[src/rtl/serial_subtractor_if.sv]
// Operand/result bundle for the bit-serial subtractor: start request with operands in,
// busy/done status and the registered result out.
interface serial_subtractor_if #(
    parameter int WIDTH = 8
);
    logic             start;
    logic [WIDTH-1:0] a;
    logic [WIDTH-1:0] b;
    logic             busy;
    logic             done;
    logic [WIDTH-1:0] diff;
    logic             borrow_out;

    modport slave (
        input  start, a, b,
        output busy, done, diff, borrow_out
    );

    modport master (
        output start, a, b,
        input  busy, done, diff, borrow_out
    );
endinterface

[src/rtl/serial_subtractor.sv]
// Bit-serial LSB-first a - b with one borrow flop; WIDTH cycles from accepted start to done.
// No backpressure: start is taken in IDLE or DONE and ignored in RUN; result holds until the next op completes.
module serial_subtractor #(
    parameter int WIDTH = 8
) (
    input  logic                  clk,
    input  logic                  rst_n,
    serial_subtractor_if.slave    sub_if
);
    localparam int            CW   = (WIDTH > 1) ? $clog2(WIDTH) : 1;
    localparam logic [CW-1:0] LAST = CW'(WIDTH - 1);

    typedef enum logic [1:0] {
        S_IDLE = 2'd0,
        S_RUN  = 2'd1,
        S_DONE = 2'd2
    } state_t;

    state_t           r_state;
    state_t           w_state_nxt;
    logic [WIDTH-1:0] r_a;
    logic [WIDTH-1:0] r_b;
    logic [WIDTH-1:0] r_res;
    logic [WIDTH-1:0] r_diff;
    logic             r_borrow;
    logic             r_bout;
    logic [CW-1:0]    r_cnt;

    logic             w_load;
    logic             w_step;
    logic             w_last;
    logic             w_a0;
    logic             w_b0;
    logic             w_d;
    logic             w_bout;
    logic [WIDTH-1:0] w_res_nxt;

    assign w_a0      = r_a[0];
    assign w_b0      = r_b[0];
    assign w_d       = w_a0 ^ w_b0 ^ r_borrow;
    // Two half subtractors: borrow from a0-b0, then from that difference minus the borrow-in.
    assign w_bout    = (~w_a0 & w_b0) | (~(w_a0 ^ w_b0) & r_borrow);
    assign w_res_nxt = {w_d, r_res[WIDTH-1:1]};
    assign w_last    = (r_cnt == LAST);

    always_comb begin
        w_state_nxt = r_state;
        w_load      = 1'b0;
        w_step      = 1'b0;
        case (r_state)
            S_IDLE, S_DONE: begin
                if (sub_if.start) begin
                    w_load      = 1'b1;
                    w_state_nxt = S_RUN;
                end else begin
                    w_state_nxt = S_IDLE;
                end
            end
            S_RUN: begin
                w_step = 1'b1;
                if (w_last) begin
                    w_state_nxt = S_DONE;
                end
            end
            default: w_state_nxt = S_IDLE;
        endcase
    end

    always_ff @(posedge clk or negedge rst_n) begin
        if (!rst_n) begin
            r_state <= S_IDLE;
        end else begin
            r_state <= w_state_nxt;
        end
    end

    always_ff @(posedge clk or negedge rst_n) begin
        if (!rst_n) begin
            r_a      <= '0;
            r_b      <= '0;
            r_res    <= '0;
            r_diff   <= '0;
            r_borrow <= 1'b0;
            r_bout   <= 1'b0;
            r_cnt    <= '0;
        end else if (w_load) begin
            r_a      <= sub_if.a;
            r_b      <= sub_if.b;
            r_borrow <= 1'b0;
            r_cnt    <= '0;
        end else if (w_step) begin
            r_a      <= r_a >> 1;
            r_b      <= r_b >> 1;
            r_res    <= w_res_nxt;
            r_borrow <= w_bout;
            if (w_last) begin
                r_diff <= w_res_nxt;
                r_bout <= w_bout;
            end else begin
                r_cnt  <= r_cnt + CW'(1);
            end
        end
    end

    assign sub_if.busy       = (r_state == S_RUN);
    assign sub_if.done       = (r_state == S_DONE);
    assign sub_if.diff       = r_diff;
    assign sub_if.borrow_out = r_bout;
endmodule

[src/flat_wrapper.sv]
// flat-port wrapper written by rule: the top's interface ports become plain ports
module serial_subtractor_flat 
#(
    parameter int WIDTH = 8
)
  (clk, rst_n, sub_if_start, sub_if_a, sub_if_b, sub_if_busy, sub_if_done, sub_if_diff, sub_if_borrow_out);
  serial_subtractor_if #(.WIDTH(WIDTH)) sub_if_i ();
  input  logic clk;
  input  logic rst_n;
  input wire logic [$bits(sub_if_i.start)-1:0] sub_if_start;
  input wire logic [$bits(sub_if_i.a)-1:0] sub_if_a;
  input wire logic [$bits(sub_if_i.b)-1:0] sub_if_b;
  output wire logic [$bits(sub_if_i.busy)-1:0] sub_if_busy;
  output wire logic [$bits(sub_if_i.done)-1:0] sub_if_done;
  output wire logic [$bits(sub_if_i.diff)-1:0] sub_if_diff;
  output wire logic [$bits(sub_if_i.borrow_out)-1:0] sub_if_borrow_out;
  assign sub_if_i.start = sub_if_start;
  assign sub_if_i.a = sub_if_a;
  assign sub_if_i.b = sub_if_b;
  assign sub_if_busy = sub_if_i.busy;
  assign sub_if_done = sub_if_i.done;
  assign sub_if_diff = sub_if_i.diff;
  assign sub_if_borrow_out = sub_if_i.borrow_out;
  serial_subtractor #(.WIDTH(WIDTH)) u_core (.clk(clk), .rst_n(rst_n), .sub_if(sub_if_i));
endmodule
[config.mk]
export PLATFORM = sky130hd
export DESIGN_NAME = serial_subtractor_flat
export DESIGN_NICKNAME = d
export VERILOG_FILES = /design/src/rtl/serial_subtractor_if.sv /design/src/rtl/serial_subtractor.sv /design/src/flat_wrapper.sv
export SDC_FILE = /design/constraint.sdc
export NUM_CORES = 1
export LEC_CHECK = 0
export CAP_MARGIN = 0
export CORE_MARGIN = 2
export CORE_UTILIZATION = 40
export CTS_CLUSTER_DIAMETER = 30
export DETAILED_ROUTE_END_ITERATION = 12
export SLEW_MARGIN = 10
export SYNTH_ARGS = -nofsm -noshare
export SYNTH_HDL_FRONTEND = slang
export SYNTH_SLANG_ARGS = --single-unit
[constraint.sdc]
create_clock -name clk -period 1.8 [get_ports clk]
set_clock_uncertainty 0.15 [all_clocks]
set_input_delay 0.27 -clock clk [delete_from_list [all_inputs] [get_ports clk]]
set_output_delay 0.27 -clock clk [all_outputs]
set_load 0.005 [all_outputs]
==> results.sh, run 1 <==
export IMPL_crit_type="flop to flop"
export IMPL_yosysUniqueCellTypes=29
export IMPL_final_common_cell="dfrtp_1"
export IMPL_portBuffers=29
export IMPL_drive_gt1_share_pct=11.3
export IMPL_worstMarginPinSlew_ns=0.443
export IMPL_area_delta_synth_final_pct=24.9
export IMPL_endpoint_kind="flop"
export IMPL_tns_ns=0
export IMPL_clkLatencyLatePin_ns=0.28
export IMPL_ant_nets=0
export IMPL_grt_pass1_wl_mm=5.84
export IMPL_vias=1243
export IMPL_cts_sinks=38
export IMPL_routabilityCongestion=0.769
export IMPL_synthesis_area_sq_um=1730
export IMPL_setup_worst_path_start_class="flop"
export IMPL_yosysTopAreaCellShare_pct=55.0
export IMPL_nets=215
export IMPL_dieArea_sq_um=4860
export IMPL_grt_overflow=0
export IMPL_routedWlPerCell_um=13.4
export IMPL_fin_cells=244
export IMPL_grt_use_total_pct=15.0
export IMPL_dr_first_iter_drc_count=87
export IMPL_ys_warn_count=0
export IMPL_ir_drop_mv=0.591
export IMPL_grt_pass1_vias=1297
export IMPL_cap_violations=0
export IMPL_finalCriticalPeriod_ns=1.66
export IMPL_fp_dieH_um=69.7
export IMPL_wl_mm=3.27
export IMPL_setup_viol=0
export IMPL_outcome="completed"
export IMPL_io_pins=30
export IMPL_first_pass_iters=4
export IMPL_slew_violations=0
export IMPL_yosys_most_used_dff="dfrtp_1"
export IMPL_final_cell_mix="38 x dfrtp_1, 30 x nand2_1, 27 x clkdlybuf4s50_1"
export IMPL_cp_required_ns=1.82
export IMPL_drc=0
export IMPL_hold_viol=0
export IMPL_hold_ws_ns=0.203
export IMPL_power_density_nw_per_um2=1610
export IMPL_synth_cells=159
export IMPL_ys_async_sr_fraction_pct=100
export IMPL_yosys_area_top_type="dfrtp_1"
export IMPL_syn_avg_cell_area_sq_um=10.9
export IMPL_clock_root_buffer="clkbuf_8"
export IMPL_numCtsBuffers=5
export IMPL_grt_start_max_net_pins=39
export IMPL_yosys_top_cells_area="dfrtp_1 55%, nand2_1 6.5%, mux2_1 4.6%"
export IMPL_clockBufferDepth=2
export IMPL_die_w_um=69.7
export IMPL_ys_seq_area_share_pct=55.0
export IMPL_design_core_area_sq_um=4090
export IMPL_ys_seq_elements=38
export IMPL_drt_vias_per_instance=5.09
export IMPL_leakagePower_nw=0.986
export IMPL_clk_pin_slew_ns=0.07
export IMPL_maxClockFrequency_mhz=602
export IMPL_dp_cells=235
export IMPL_rsz0062_at_grt="false"
export IMPL_synth_edf_count=0
export IMPL_antenna_found_initial=0
export IMPL_cts_tree="yes"
export IMPL_min_path_type="input port to asynchronous set/reset pin"
export IMPL_h_tree_depth=2
export IMPL_fin_crit_sh_pct=92.3
export IMPL_initial_core_util_pct=42.3
export IMPL_arrival_ns=1.68
export IMPL_dp_hpwl_mm=2.25
export IMPL_critPathMaxFanout=11
export IMPL_placementRows=23
export IMPL_n_antenna_cell=0
export IMPL_synth_nets=181
export IMPL_slew_headroom_pct=70.5
worst max-delay path, cell delays in order, from the launching register on:
cell,delay (ns)
dfrtp_1,0.41
ha_1,0.21
ha_1,0.23
nand3b_4,0.19
mux2_2,0.36
final timing paths:
kind                                               start                       end  slack (ns)  cells past startpoint
worst max-delay path                     u_core.r_cnt[0]     u_core.sub_if.diff[6]        0.14                      4
worst min-delay path                               rst_n     u_core.sub_if.diff[4]        0.20                      2
worst max register to register           u_core.r_cnt[0]     u_core.sub_if.diff[6]        0.14                      4
worst min register to register  u_core.sub_if.borrow_out  u_core.sub_if.borrow_out        0.34                      2
max in group asynchronous                          rst_n             u_core.r_b[6]        1.09                      2
min in group clk                u_core.sub_if.borrow_out  u_core.sub_if.borrow_out        0.34                      2
cells in the mapped netlist, types with 2 or more instances:
master and instances:
nor2_1 13, nand2_1 30, a211oi_1 3, nor2b_1 4, nand2b_1 2, o21ai_0 3, inv_1 3, o211ai_1 2
dfrtp_1 38, mux2i_1 4, nand3_1 4, a21oi_1 3, o22ai_1 10, buf_6 4, ha_1 2, mux2_1 7
a22o_1 3, nor3_1 9, buf_2 3, buf_4 3
through the flow:
stage	setup WS, ns	area, sq um	utilization, %	power (mW)
floorplan	0.195	1730	-	2.48
global placement	0.180	2050	50.2	2.84
detailed placement	0.145	2050	50.2	2.91
CTS	0.127	2160	52.8	3.52
global route	0.00947	2160	52.8	3.79
finish	0.138	2160	52.8	3.48
routing by layer:
metal  wire length, um  share of wire [%]  GRT usage, %  up-vias
met4                47                1.4          6.41        0
met1              1570                 48          18.8      604
met3               120                3.7          3.92        6
met2              1540                 47          24.6       26
li1                  -                  -             -      607
met5                 0                  0             0        -
area by class of cell:
| class | instances | area [sq um] |
|---|---|---|
| fill | 358 | 1930 |
| sequential | 38 | 951 |
| multi-input combinational | 106 | 662 |
| timing repair buffer | 38 | 372 |
| clock buffer | 7 | 86.3 |
| tap | 50 | 62.6 |
| inverter | 4 | 20.0 |
| clock inverter | 1 | 5.00 |
registers in the layout, summed over array words and instances (netlist names):
signal,count
u_core.r_a,8
u_core.r_b,8
u_core.sub_if.diff,8
u_core.r_res,7
u_core.r_cnt,3
u_core.r_state,2
u_core.r_borrow,1
u_core.sub_if.borrow_out,1
timing repair:
item                       4_1_cts  5_1_grt
setup endpoints to repair        2        0
gates resized for setup          5        0
buffers inserted                 1        0
hold buffers                     0        0
power breakdown:
group / total, mW / internal (mW) / switching [mW]
combinational: 1.39 / 0.717 / 0.677
clock: 0.593 / 0.309 / 0.285
sequential: 1.50 / 1.25 / 0.250
cells by family after synthesis:
kind of cell,after synthesis,share of synthesized area (%)
simple gates,65,17.5
flops,38,55.0
compound gates,25,9.77
buf+inv,15,7.10
mux,12,7.53
fa+ha+maj,3,2.61
xor+xnor,1,0.507
Power figures use the tool's default switching activity.
==> run 2, diff against run 1 <==
Settings changed: CTS_BUF_LIST set to sky130_fd_sc_hd__clkbuf_4 sky130_fd_sc_hd__clkbuf_8 sky130_fd_sc_hd__clkbuf_16.
==> run 2 against run 1 <==
  * Critical path depth unchanged
  * Worst setup slack better by 0.0010 ns
  * Highest routed layer unchanged
  * Flip-flop and latch count unchanged
  * Utilization up 0.092 points
  * Maximum frequency about the same
  * Final area up 0.17%
  * First-iteration DRC count down 1.1%
  * Final cell count unchanged
  * Via count unchanged
  * Total power up 0.45%
  * Register-to-register slack about the same
==> results.sh, run 2 (same netlist as run 1, synthesis figures left out) <==
export IMPL_drt_vias_per_instance=5.09
export IMPL_clk_pin_slew_ns=0.07
export IMPL_finalCriticalPeriod_ns=1.66
export IMPL_vias=1243
export IMPL_final_cell_mix="38 x dfrtp_1, 30 x nand2_1, 27 x clkdlybuf4s50_1"
export IMPL_area_delta_synth_final_pct=25.1
export IMPL_setup_worst_path_start_class="flop"
export IMPL_grt_overflow=0
export IMPL_slew_violations=0
export IMPL_fin_crit_sh_pct=92.3
export IMPL_setup_viol=0
export IMPL_clock_root_buffer="clkbuf_8"
export IMPL_power_density_nw_per_um2=1620
export IMPL_antenna_found_initial=0
export IMPL_min_path_type="input port to asynchronous set/reset pin"
export IMPL_portBuffers=29
export IMPL_ir_drop_mv=0.592
export IMPL_dieArea_sq_um=4860
export IMPL_slew_headroom_pct=70.5
export IMPL_n_antenna_cell=0
export IMPL_fillers=356
export IMPL_leakagePower_nw=0.989
export IMPL_cp_required_ns=1.82
export IMPL_first_pass_iters=4
export IMPL_crit_top_cell="ha_1"
export IMPL_initial_core_util_pct=42.3
export IMPL_drive_gt1_share_pct=11.9
export IMPL_design_core_area_sq_um=4090
export IMPL_endpoint_kind="flop"
export IMPL_rsz0062_at_grt="false"
export IMPL_cts_sinks=38
export IMPL_io_pins=30
export IMPL_ant_nets=0
export IMPL_grt_use_total_pct=15.0
export IMPL_routabilityCongestion=0.769
export IMPL_r2r_worst_path_cells=4
export IMPL_wl_mm=3.28
export IMPL_tns_ns=0
export IMPL_numCtsBuffers=5
export IMPL_hold_ws_ns=0.204
export IMPL_h_tree_depth=2
export IMPL_nets=215
export IMPL_worstMarginPinSlew_ns=0.443
export IMPL_clockBufferDepth=2
export IMPL_critPathMaxFanout=11
export IMPL_grt_pass1_vias=1296
export IMPL_cap_violations=0
export IMPL_dr_first_iter_drc_count=86
export IMPL_cts_tree="yes"
export IMPL_clkLatencyLatePin_ns=0.28
export IMPL_placementRows=23
export IMPL_dp_hpwl_mm=2.25
export IMPL_outcome="completed"
export IMPL_die_w_um=69.7
export IMPL_max_stage_delay_ns=0.41
export IMPL_crit_type="flop to flop"
export IMPL_slowest_stage="dfrtp_1"
export IMPL_arrival_ns=1.68
export IMPL_routedWlPerCell_um=13.4
export IMPL_drc=0
export IMPL_cp_cell_sequence="ha_1 -> ha_1 -> nand3b_4 -> mux2_2"
export IMPL_grt_start_max_net_pins=39
export IMPL_final_common_cell="dfrtp_1"
export IMPL_fp_dieH_um=69.7
export IMPL_grt_pass1_wl_mm=5.86
export IMPL_hold_viol=0
export IMPL_maxClockFrequency_mhz=602
-- run 2: final timing paths --
path                       slack (ns)                startpoint                        to
setup reg to reg                 0.14           u_core.r_cnt[0]     u_core.sub_if.diff[6]
hold reg to reg                  0.34  u_core.sub_if.borrow_out  u_core.sub_if.borrow_out
setup / recovery                 0.14           u_core.r_cnt[0]     u_core.sub_if.diff[6]
hold / removal                   0.20                     rst_n     u_core.sub_if.diff[4]
min in group clk                 0.34  u_core.sub_if.borrow_out  u_core.sub_if.borrow_out
max in group asynchronous        1.09                     rst_n             u_core.r_b[6]
-- run 2: cell type report --
class,instances,area [sq um],share of cell area (%)
repair buffers,38,372,17.2
clock buffers,7,90.1,4.17
multi-input cells,106,662,30.6
inverters,4,20.0,0.926
flip-flops and latches,38,951,44.0
well taps,50,62.6,2.89
clock inverters,1,5.00,0.231
-- run 2: worst max-delay path, delay by kind of cell, from the launching register on --
family | cells | cell delay, ns
adder cells (fa/ha/maj) | 2 | 0.44
flip-flops | 1 | 0.41
multiplexers | 1 | 0.36
AND/OR/NAND/NOR | 1 | 0.19
-- run 2: through the flow --
| step | power [mW] | std cells | worst slack [ns] | area [sq um] | utilization, % |
|---|---|---|---|---|---|
| 2_1_floorplan | 2.48 | 159 | 0.195 | 1730 | - |
| 5_1_grt | 3.81 | 244 | 0.00947 | 2160 | 52.9 |
| 6_report | 3.50 | 244 | 0.139 | 2160 | 52.9 |
| 3_5_place_dp | 2.91 | 235 | 0.145 | 2050 | 50.2 |
| 4_1_cts | 3.54 | 244 | 0.127 | 2160 | 52.9 |
| 3_3_place_gp | 2.84 | 235 | 0.180 | 2050 | 50.2 |
-- run 2: layer usage --
layer	up-vias	track usage [%]	share of wire [%]
met4	0	6.41	1.4
met1	604	18.9	48
li1	607	-	-
met2	26	24.6	47
met5	-	0	0
met3	6	3.92	3.7
-- run 2: timing repair --
action | CTS | global route
resized for setup | 5 | 0
hold buffers | 0 | 0
setup endpoints to repair | 2 | 0
setup buffers | 1 | 0
endpoints found under the hold margin | 0 | 0
-- run 2: where the power goes --
| group | switching (mW) | internal [mW] |
|---|---|---|
| registers | 0.250 | 1.25 |
| clock network | 0.284 | 0.324 |
| logic | 0.678 | 0.718 |
| total | 1.21 | 2.29 |
==> run 3, diff against run 2 <==
Settings changed: PLACE_DENSITY set to 0.73.
==> run 3 against run 2 <==
  * Utilization grew 0.46 points
  * Sequential power is essentially flat
  * Count of clock-buffer cells in the layout is the same
  * Final area grew 0.87%
  * Clock power grew 2%
  * Worst setup slack lost 0.061 ns
  * Combinational power is essentially flat
  * Via count shrank 1.2%
  * Final cell count grew 0.82%
  * Non-clock buffer count grew 2
==> results.sh, run 3 (same netlist as run 1, synthesis figures left out) <==
export IMPL_critPathMaxFanout=9
export IMPL_worstMarginPinSlew_ns=0.306
export IMPL_cts_tree="yes"
export IMPL_leakagePower_nw=0.995
export IMPL_slew_violations=0
export IMPL_vias=1228
export IMPL_first_pass_iters=4
export IMPL_grt_pass1_wl_mm=5.52
export IMPL_finalCriticalPeriod_ns=1.72
export IMPL_clk_pin_slew_ns=0.07
export IMPL_placementRows=23
export IMPL_clkPwrFrac_pct=17.6
export IMPL_maxClockFrequency_mhz=581
export IMPL_antenna_found_initial=0
export IMPL_grt_start_max_net_pins=39
export IMPL_design_core_area_sq_um=4090
export IMPL_min_path_type="input port to asynchronous set/reset pin"
export IMPL_endpoint_kind="output port"
export IMPL_dr_first_iter_drc_count=61
export IMPL_nets=217
export IMPL_grt_pass1_vias=1225
export IMPL_io_pins=30
export IMPL_fin_total_pwr_mw=3.51
export IMPL_drt_vias_per_instance=4.99
export IMPL_cts_sinks=38
export IMPL_grt_use_total_pct=14.4
export IMPL_drc=0
export IMPL_numCtsBuffers=5
export IMPL_n_antenna_cell=0
export IMPL_hold_viol=0
export IMPL_cp_required_ns=1.38
export IMPL_final_cell_mix="38 x dfrtp_1, 30 x nand2_1, 27 x clkdlybuf4s50_1"
export IMPL_r2r_end="u_core.r_b[2]"
export IMPL_portBuffers=29
export IMPL_p_int_mw=2.30
export IMPL_cts_hold_buf=0
export IMPL_tns_ns=0
export IMPL_routedWlPerCell_um=13.3
export IMPL_swShare_pct=34.6
export IMPL_final_common_cell="dfrtp_1"
export IMPL_reg2reg_slack_ns=0.15
export IMPL_slew_headroom_pct=79.5
export IMPL_ant_nets=0
export IMPL_power_density_nw_per_um2=1610
export IMPL_fin_crit_sh_pct=95.7
export IMPL_die_w_um=69.7
export IMPL_clockBufferDepth=2
export IMPL_seqPwrFrac_pct=42.7
export IMPL_cap_violations=0
export IMPL_arrival_ns=1.30
export IMPL_pwr_share_comb_pct=39.7
export IMPL_clkLatencyLatePin_ns=0.29
export IMPL_crit_type="flop to output port"
export IMPL_area_delta_synth_final_pct=26.2
export IMPL_setup_worst_path_start_class="flop"
export IMPL_routabilityCongestion=0.728
export IMPL_dp_hpwl_mm=2.26
export IMPL_rsz0062_at_grt="false"
export IMPL_outcome="completed"
export IMPL_drive_gt1_share_pct=13.3
export IMPL_clock_root_buffer="clkbuf_8"
export IMPL_grt_overflow=0
export IMPL_wl_mm=3.28
export IMPL_r2r_worst_path_cells=5
export IMPL_dieArea_sq_um=4860
export IMPL_h_tree_depth=2
export IMPL_initial_core_util_pct=42.3
export IMPL_timing_rr_start="u_core.r_state[0]"
export IMPL_setup_viol=0
export IMPL_p_switching_mw=1.22
export IMPL_fp_dieH_um=69.7
export IMPL_ir_drop_mv=0.551
-- run 3: worst max-delay path by stage --
stage / end / startpoint / depth (start not counted) / slack, ns
after CTS: sub_if_done / u_core.r_state[1] / 4 / 0.03
after floorplan: u_core.r_cnt[0] / u_core.r_cnt[0] / 5 / 0.20
final: sub_if_done / u_core.r_state[1] / 4 / 0.08
after detailed placement: u_core.r_b[2] / sub_if_start / 5 / 0.1
after global routing: u_core.r_b[1] / u_core.r_state[0] / 5 / 0.02
after global placement: u_core.r_a[1] / sub_if_start / 5 / 0.16
-- run 3: area by class of cell --
cell class                      count  area, sq um
Timing Repair Buffer               40          388
Multi-Input combinational cell    106          664
Inverter                            4         20.0
Clock inverter                      1         5.00
Sequential cell                    38          951
Fill cell                         362         1910
Clock buffer                        7         90.1
Tap cell                           50         62.6
-- run 3: per-stage QoR --
| stage | util [%] | area [sq um] | setup slack (ns) | std cells | hold slack, ns |
|---|---|---|---|---|---|
| 6_report | 53.4 | 2180 | 0.0781 | 246 | 0.204 |
| 5_1_grt | 53.4 | 2180 | 0.0238 | 246 | 0.232 |
| 2_1_floorplan | - | 1730 | 0.195 | 159 | -0.176 |
| 4_1_cts | 53.3 | 2180 | 0.0253 | 246 | 0.216 |
| 3_3_place_gp | 50.6 | 2070 | 0.161 | 237 | 0.309 |
| 3_5_place_dp | 50.6 | 2070 | 0.0992 | 237 | 0.323 |
-- run 3: worst max-delay path, stage by stage (launching register included) --
cell and delay (ns):
dfrtp_1 0.39, buf_4 0.14, buf_6 0.13, nor2b_2 0.15
clkdlybuf4s15_1 0.20
-- run 3: timing repair --
| item | in CTS | in global routing |
|---|---|---|
| setup buffers | 1 | 0 |
| setup endpoints to repair | 2 | 1 |
| gates resized for setup | 6 | 1 |
-- run 3: per-layer routing --
| layer | global-route usage (%) | up-vias | part of all wire [%] | wire (um) |
|---|---|---|---|---|
| li1 | - | 615 | - | - |
| met1 | 18.2 | 576 | 46 | 1520 |
| met2 | 23.2 | 29 | 47 | 1540 |
| met3 | 3.63 | 8 | 4.8 | 156 |
| met4 | 7.05 | 0 | 2.0 | 64 |
| met5 | 0 | - | 0 | 0 |
-- run 3: power by group through the flow --
stage / clock network, mW / registers (mW) / logic [mW]
finish: 0.620 / 1.50 / 1.40
detailed placement: 0 / 1.51 / 1.41
global placement: 0 / 1.49 / 1.35
global route: 0.670 / 1.55 / 1.55
CTS: 0.638 / 1.50 / 1.42
floorplan: 0 / 1.45 / 1.03
